<file path="src/rtl/count_sequencer.sv">
// rtl/count_sequencer.sv - prescaled BCD count sequencer with run/pause/done control
module count_sequencer #(
   parameter int TICK_DIV = 25000000
) (
   input  logic       Clk,
   input  logic       RST,
   input  logic       Start,
   input  logic       Stop,
   input  logic       Clear,
   input  logic       Mode,
   input  logic [1:0] Rate,
   input  logic [3:0] Limit,
   output logic [3:0] OUT,
   output logic       Tick,
   output logic       Wrap,
   output logic       Done,
   output logic [1:0] State
);

   localparam int PW = $clog2(TICK_DIV + 1);
   localparam logic [PW-1:0] DIV = PW'(TICK_DIV);

   typedef enum logic [1:0] {
      S_IDLE  = 2'b00,
      S_RUN   = 2'b01,
      S_PAUSE = 2'b10,
      S_DONE  = 2'b11
   } state_t;

   state_t        state;
   logic [PW-1:0] presc;
   logic          mode_q;
   logic [3:0]    limit_q;
   logic [1:0]    rate_q;
   logic [3:0]    limit_clamped;
   logic [PW-1:0] presc_last;

   // Terminal count is a single BCD digit, so anything above 9 is treated as 9.
   assign limit_clamped = (Limit > 4'd9) ? 4'd9 : Limit;

   // Last prescaler value of a period; uses the rate latched at the previous reload.
   assign presc_last = (DIV >> rate_q) - PW'(1);

   assign State = state;

   // Control FSM, prescaler and count; Stop outranks Start, so a Stop in the
   // same cycle suppresses any Start even in states where Stop itself is a no-op.
   always_ff @(posedge Clk) begin
      Tick <= 1'b0;
      Wrap <= 1'b0;
      if (RST) begin
         state   <= S_IDLE;
         OUT     <= 4'd0;
         presc   <= '0;
         Done    <= 1'b0;
         mode_q  <= 1'b0;
         limit_q <= 4'd9;
         rate_q  <= 2'd0;
      end else if (Clear) begin
         state <= S_IDLE;
         OUT   <= 4'd0;
         presc <= '0;
         Done  <= 1'b0;
      end else begin
         case (state)
            S_IDLE, S_DONE: begin
               if (!Stop && Start) begin
                  state   <= S_RUN;
                  OUT     <= 4'd0;
                  presc   <= '0;
                  Done    <= 1'b0;
                  mode_q  <= Mode;
                  limit_q <= limit_clamped;
                  rate_q  <= Rate;
               end
            end
            S_RUN: begin
               if (Stop) begin
                  state <= S_PAUSE;
               end else if (presc == presc_last) begin
                  presc  <= '0;
                  rate_q <= Rate;
                  Tick   <= 1'b1;
                  if (OUT < limit_q) begin
                     OUT <= OUT + 4'd1;
                  end else if (!mode_q) begin
                     OUT  <= 4'd0;
                     Wrap <= 1'b1;
                  end else begin
                     state <= S_DONE;
                     Done  <= 1'b1;
                  end
               end else begin
                  presc <= presc + PW'(1);
               end
            end
            S_PAUSE: begin
               if (!Stop && Start) begin
                  state <= S_RUN;
               end
            end
            default: state <= S_IDLE;
         endcase
      end
   end

endmodule

</file>
<file path="config.mk">
export PLATFORM = sky130hd
export DESIGN_NAME = count_sequencer
export DESIGN_NICKNAME = d
export VERILOG_FILES = /design/src/rtl/count_sequencer.sv
export SDC_FILE = /design/constraint.sdc
export NUM_CORES = 1
export LEC_CHECK = 0
export ABC_CLOCK_PERIOD_IN_PS = 2850
export BUFFER_PORTS_ARGS = -buffer_cell sky130_fd_sc_hd__buf_2
export CAP_MARGIN = 10
export CORE_ASPECT_RATIO = 1.1
export CORE_MARGIN = 8
export CORE_UTILIZATION = 53
export DETAILED_ROUTE_END_ITERATION = 8
export PLACE_DENSITY = 0.75
export SLEW_MARGIN = 20
export SYNTH_ARGS = -nofsm -noshare
export SYNTH_HDL_FRONTEND = slang
export SYNTH_SLANG_ARGS = --single-unit
</file>
<file path="constraint.sdc">
create_clock -name Clk -period 2.85 [get_ports Clk]
set_input_delay 0.1425 -clock Clk [delete_from_list [all_inputs] [get_ports Clk]]
set_output_delay 0.1425 -clock Clk [all_outputs]
set_load 0.02 [all_outputs]
</file>
* Word level (Yosys, flattened, before mapping) *
Index checks and enable logic that the tools add are counted.

storage, ports and cells
  word-level logic and storage cells = 76
  output and inout port bits = 9
  memory bits (writable) = 0
  input bits = 12
  memories = 0
  bits in read-only memories = 0
  bits in latches = 0
  register bits = 41

cells by class
  div/mod/pow operators = 0
  bitwise logic cells = 3
  shift operators = 1
  $lt $le $gt $ge = 2
  reduce and logical (&&, ||, !) cells = 15
  $mul = 0
  mux-type cells = 29
  $add $sub $neg = 3
  equality and inequality tests = 14

operators with widths
  operator                                              count
  two-way mux 25 bit                                    3
  case mux 25 bit (2 select lines)                      1
  adder 25 x 1 -> 25 bit, second input constant         1
  equality test 25 bit                                  1
  >> shifter 25 x 2 -> 25 bit, first input constant     1
  subtractor 25 x 1 -> 25 bit, second input constant    1
  two-way mux 4 bit                                     6
  two-way mux 2 bit                                     8
  != test 3 bit, second input constant                  4
  != test 2 bit, second input constant                  5
  AND reduction 5 bit                                   2
  case mux 2 bit (2 select lines)                       2
  case mux 4 bit (2 select lines)                       1
  two-way mux 1 bit                                     7
  AND reduction 3 bit                                   2
  AND reduction 6 bit                                   1
  OR reduction 6 bit                                    1
  adder 4 x 1 -> 4 bit, second input constant           1
  equality test 2 bit, second input constant            2
  greater-than comparator 4 bit, second input constant  1
  < comparator 4 bit                                    1
  AND reduction 4 bit                                   1
  OR reduction 2 bit                                    2
  OR reduction 4 bit                                    1
  other kinds (9)                                       11

* Logic depth before layout (Yosys ltp) *
  depth after elaboration = 6
  depth in mapped cells = 11
  depth with buffers taken out = 9

* Worst setup path after synthesis *
No wires, ideal clock.

  path type = reg2reg
  from = reg rate_q[1]
  to = reg OUT[3]
  buffers on the path = 1
  slack = 0.054 ns
  clock period less this slack = 2.796 ns
  library setup time = 0.058 ns
  required time = 2.792 ns
  stages on the path, launching flop included = 11
  data arrival time = 2.738 ns
  path through = dfxtp_1 buf_2 nand2_1 ha_1 xor2_1 o2111ai_1 a221o_1 a2111o_1 or4_4 o31ai_2 a21o_1

between the ends
  cells in the longest elaborated chain, start to end = 5

ends and longest elaborated chain
  what                           line  source
  from (decl)                    34    logic [1:0] rate_q;
  from (signal assigned)         74    rate_q <= Rate;
  from (signal assigned)         82    rate_q <= Rate;
  >> shifter 25 x 2 -> 25 bit    42    assign presc_last = (DIV >> rate_q) - PW'(1);
  subtractor 25 x 1 -> 25 bit    42
  equality test 25 bit           80    end else if (presc == presc_last) begin
  != test 2 bit (no line)        n/a
  AND reduction 5 bit (no line)  n/a
  to (signal assigned)           85    OUT <= OUT + 4'd1;
  to (decl)                      13    output logic [3:0] OUT,

Every way passes these cells.
A chain may end at the register's enable or synchronous reset.

* Worst setup path after layout *
  from = reg rate_q[0]
  to = reg OUT[3]

Same word-level chain as after synthesis.

==> tab_implementation.tex <==
\begin{tabular}{lr}
\hline
Metric & Value \\
\hline
\multicolumn{2}{l}{\textbf{Placed design}} \\
\quad Gp weighted congestion & 0.883 \\
\quad Cell area after placement & between 2000 and 2500 sq um \\
\quad Number of buffers added on ports & 20 \\
\quad Half-perimeter wire length after placement & 3290 um \\
\multicolumn{2}{l}{\textbf{STA}} \\
\quad Minimum period implied by the final worst setup slack & 2680 ps \\
\quad Slew at the pin with the worst max-slew slack & 505 ps \\
\quad Final setup viols & 0 \\
\quad Final number of max-transition violations & 0 \\
\quad Final Cycle Share & between 90 and 100\% \\
\quad Max Fclk & 373 MHz \\
\quad Final Hold Vio Count & 0 \\
\quad Sum Neg Setup Slack & 0 ps \\
\quad RSZ-0062 raised after global routing & no \\
\quad Maximum clock skew at final layout & 6.08 ps \\
\quad Normalized max-slew margin & 66.0\% \\
\multicolumn{2}{l}{\textbf{Yosys}} \\
\quad Largest area contributor in the netlist & sky130\_fd\_sc\_hd\_\_dfxtp\_1 \\
\quad Synthesized netlist cell count & roughly 260 \\
\quad Fraction of the yosys area taken by sequential cells & 38.0\% \\
\quad Synthesized area & about 2200 sq um \\
\quad Avg Inst Size Synth & between 8 and 9 sq um \\
\quad Count of flip-flops with a built-in enable after synthesis & 0 \\
\quad Top cells by instance count after synthesis & sky130\_fd\_sc\_hd\_\_nor2\_1, sky130\_fd\_sc\_hd\_\_dfxtp\_1, sky130\_fd\_sc\_hd\_\_nand2\_1 \\
\quad Share of synthesized flip-flops with an asynchronous set or reset & 0\% \\
\quad Area share of the largest cell type after synthesis & 38.0\% \\
\quad Synth area leaders & sky130\_fd\_sc\_hd\_\_dfxtp\_1, sky130\_fd\_sc\_hd\_\_xor2\_1, sky130\_fd\_sc\_hd\_\_nor2\_1 \\
\quad Distinct cell type count of the synthesized netlist & 46 \\
\quad Post-synthesis sequential element count & 41 \\
\quad Top-count cell post-synth & sky130\_fd\_sc\_hd\_\_nor2\_1 \\
\quad Net count of the mapped netlist & $\sim$280 \\
\quad Leading register cell type out of synthesis & sky130\_fd\_sc\_hd\_\_dfxtp\_1 \\
\quad Number of warnings issued by yosys & 0 \\
\multicolumn{2}{l}{\textbf{Drt}} \\
\quad Total wirelength of the detailed-routed design & 4490 um \\
\quad Violation count after the first detailed-route iteration & 109 \\
\quad Final ANT Viol Nets & 0 \\
\quad Post-route DRC violation count & 0 \\
\quad Count of vias placed by the detailed router & 1860 \\
\quad First-pass detailed-route iteration total & 4 \\
\quad Final routed wire length divided by cell count & 13.4 um \\
\quad Via density & around 5.5 \\
\multicolumn{2}{l}{\textbf{Global routing}} \\
\quad Met1 usage & 16.4\% \\
\quad Antenna violations before repair & 0 \\
\quad Number of global-route vias before repair & approximately 1800 \\
\quad Routing usage on met3 & around 4.6\% \\
\quad Fraction of met2 tracks used by global routing & between 20\% and 30\% \\
\quad GRT Residual Overflow & 0 \\
\quad Busiest layer in global routing & met2 \\
\quad Total routing resource utilization after global routing & 14.7\% \\
\quad Largest net degree at the start of global routing & 26 \\
\quad Global-route wire length before repair & approximately 7900 um \\
\multicolumn{2}{l}{\textbf{Critical path}} \\
\quad Critical Path End Type & register \\
\quad Reg-to-Reg End & OUT[3]\$\_SDFFE\_PP0P\_ \\
\quad Worst path required time & 3090 ps \\
\quad Critical Path Source Type & register \\
\quad Critical Path AT & 2920 ps \\
\quad Cells on worst reg2reg path & 9 \\
\quad Critical-path maximum fanout & 5 \\
\quad Register-to-register setup slack & around 170 ps \\
\quad Crit Path Category & register to register \\
\quad Launching instance or port of the critical path & rate\_q[0]\$\_SDFFE\_PP0P\_ \\
\quad Startpoint of the worst-slack reg-to-reg timing path & rate\_q[0]\$\_SDFFE\_PP0P\_ \\
\multicolumn{2}{l}{\textbf{Clock tree}} \\
\quad CTS Buffer Depth & 2 \\
\quad Worst skew pair latency & 290 ps \\
\quad CTS tree & done \\
\quad Clock input transition at the sequential cells of the worst setup and hold paths & about 70 ps \\
\quad Depth of the CTS H-tree & 2 \\
\quad Hold-fix buffers at CTS & 0 \\
\quad Clock root buffer & sky130\_fd\_sc\_hd\_\_clkbuf\_8 \\
\quad Clk sinks & just over 40 \\
\quad Num CTS Buffers & 5 \\
\multicolumn{2}{l}{\textbf{Power and ir drop}} \\
\quad Ratio of total power to cell area & about 420 nW/um\^{}2 \\
\quad Overall power after layout & 1.01 mW \\
\quad Maximum ir drop on the vdd rail & 0.242 mV \\
\quad Pleak & 0.960 nW \\
\multicolumn{2}{l}{\textbf{Floorplan}} \\
\quad Floorplan Core Area & slightly below 4000 sq um \\
\quad Die span in y & around 83 um \\
\quad DIE AREA & roughly 6400 sq um \\
\quad Number of top-level pins & 21 \\
\quad Number of rows in the core area & 24 \\
\quad Die X & between 70 and 80 um \\
\quad Initial cell density of the core & 54.9\% \\
\multicolumn{2}{l}{\textbf{Status}} \\
\quad Status & finished clean \\
\multicolumn{2}{l}{\textbf{Finish}} \\
\quad Final net count & 303 \\
\quad Fraction of layout instances using a drive strength above 1 & 13.7\% \\
\quad Post-route design area & 2420 sq um \\
\quad Area growth from synthesis to layout & 12.2\% \\
\quad Count of antenna diodes in the layout & 0 \\
\quad Final Util & 61.6\% \\
\multicolumn{2}{l}{\textbf{Min path}} \\
\quad Min-Delay Path Class & primary input to register \\
\quad Cell count of the worst hold path & 3 \\
\quad Hold worst-path end & limit\_q[0]\$\_SDFFE\_PP1P\_ \\
\quad Origin of the worst min-delay path & Limit[0] \\
\multicolumn{2}{l}{\textbf{Job}} \\
\quad Maximum Capacitance Violations & 0 \\
\hline
\end{tabular}
## cell families after synthesis
group,Yosys count,share of synthesized area (%)
AND/OR/NAND/NOR,124,29.2
flip-flops,41,38.0
AO/OA/AOI/OAI,35,11.2
XOR/XNOR,26,10.5
buffers and inverters,17,3.07
adder cells (fa/ha/maj),8,4.64
multiplexers,7,3.30
## registers in the layout, indices dropped and copies added, names as in the netlist
signal / cells
rate_q: 2
State: 2
mode_q: 1
Done: 1
presc: 25
OUT: 4
Wrap: 1
Tick: 1
limit_q: 4
## worst max-delay path by stage
stage                           to  cells after the start
2_1_floorplan  OUT[3]$_SDFFE_PP0P_                     10
3_3_place_gp   OUT[3]$_SDFFE_PP0P_                      9
3_5_place_dp   OUT[3]$_SDFFE_PP0P_                      9
4_1_cts        OUT[3]$_SDFFE_PP0P_                      9
5_1_grt        OUT[3]$_SDFFE_PP0P_                      9
6_report       OUT[3]$_SDFFE_PP0P_                      9
## stage by stage
step,hold slack [ps],std cells,setup slack (ps)
after floorplan,231,258,54.5
after global placement,358,328,215
after detailed placement,364,328,157
after CTS,61.7,336,129
after global routing,63.1,336,19.1
final,66.0,336,172
## layout by cell type, fill, tap and decap left out, types with 6 or more instances in the layout
master                    netlist  routed
sky130_fd_sc_hd__a21oi_1        8       8
sky130_fd_sc_hd__buf_2          2      20
sky130_fd_sc_hd__nand3_1       17      17
sky130_fd_sc_hd__o21ai_0        6       6
sky130_fd_sc_hd__xor2_1        19      19
sky130_fd_sc_hd__ha_1           8       8
sky130_fd_sc_hd__dfxtp_1       41      40
sky130_fd_sc_hd__xnor2_1        7       7
sky130_fd_sc_hd__nand2_1       20      20
sky130_fd_sc_hd__mux2i_1        6       6
sky130_fd_sc_hd__nor2_1        44      44
sky130_fd_sc_hd__inv_1          8       8
sky130_fd_sc_hd__buf_4          0       7
## report_power, final
part	internal, mW	total (mW)	switching [mW]	leakage, nW
logic	0.0286	0.0689	0.0403	0.589
registers	0.577	0.581	0.00339	0.331
clock network	0.174	0.357	0.183	0.0395
total	0.780	1.01	0.227	0.960
## worst max-delay path, stage by stage, from the launching register on
cell	delay (ps)
sky130_fd_sc_hd__dfxtp_1	340
sky130_fd_sc_hd__nand2b_1	160
sky130_fd_sc_hd__ha_1	280
sky130_fd_sc_hd__xor2_1	150
sky130_fd_sc_hd__o2111ai_1	120
sky130_fd_sc_hd__a221o_1	270
sky130_fd_sc_hd__a2111o_1	430
sky130_fd_sc_hd__or4_4	550
sky130_fd_sc_hd__o31ai_2	220
sky130_fd_sc_hd__a21o_1	110
## area by class of cell
class                           instances  area, sq um
Timing Repair Buffer                   27          153
Inverter                                8         30.0
Sequential cell                        41          822
Tap cell                               52         65.1
Fill cell                             359         1510
Clock buffer                            8         80.1
Multi-Input combinational cell        200         1270
## routing by layer
| layer | vias to the layer above | share of wire (%) |
|---|---|---|
| met5 | - | 0 |
| met4 | 0 | 1.4 |
| met3 | 6 | 5.5 |
| met2 | 43 | 48 |
| met1 | 866 | 45 |
| li1 | 945 | - |
## what timing repair did
| item | in CTS | in global routing |
|---|---|---|
| hold endpoints to repair | 0 | 0 |
| buffers inserted | 0 | 0 |
| gates resized for setup | 0 | 1 |
| setup endpoints to repair | 0 | 4 |
No activity file was read; power rests on OpenSTA's default activity.
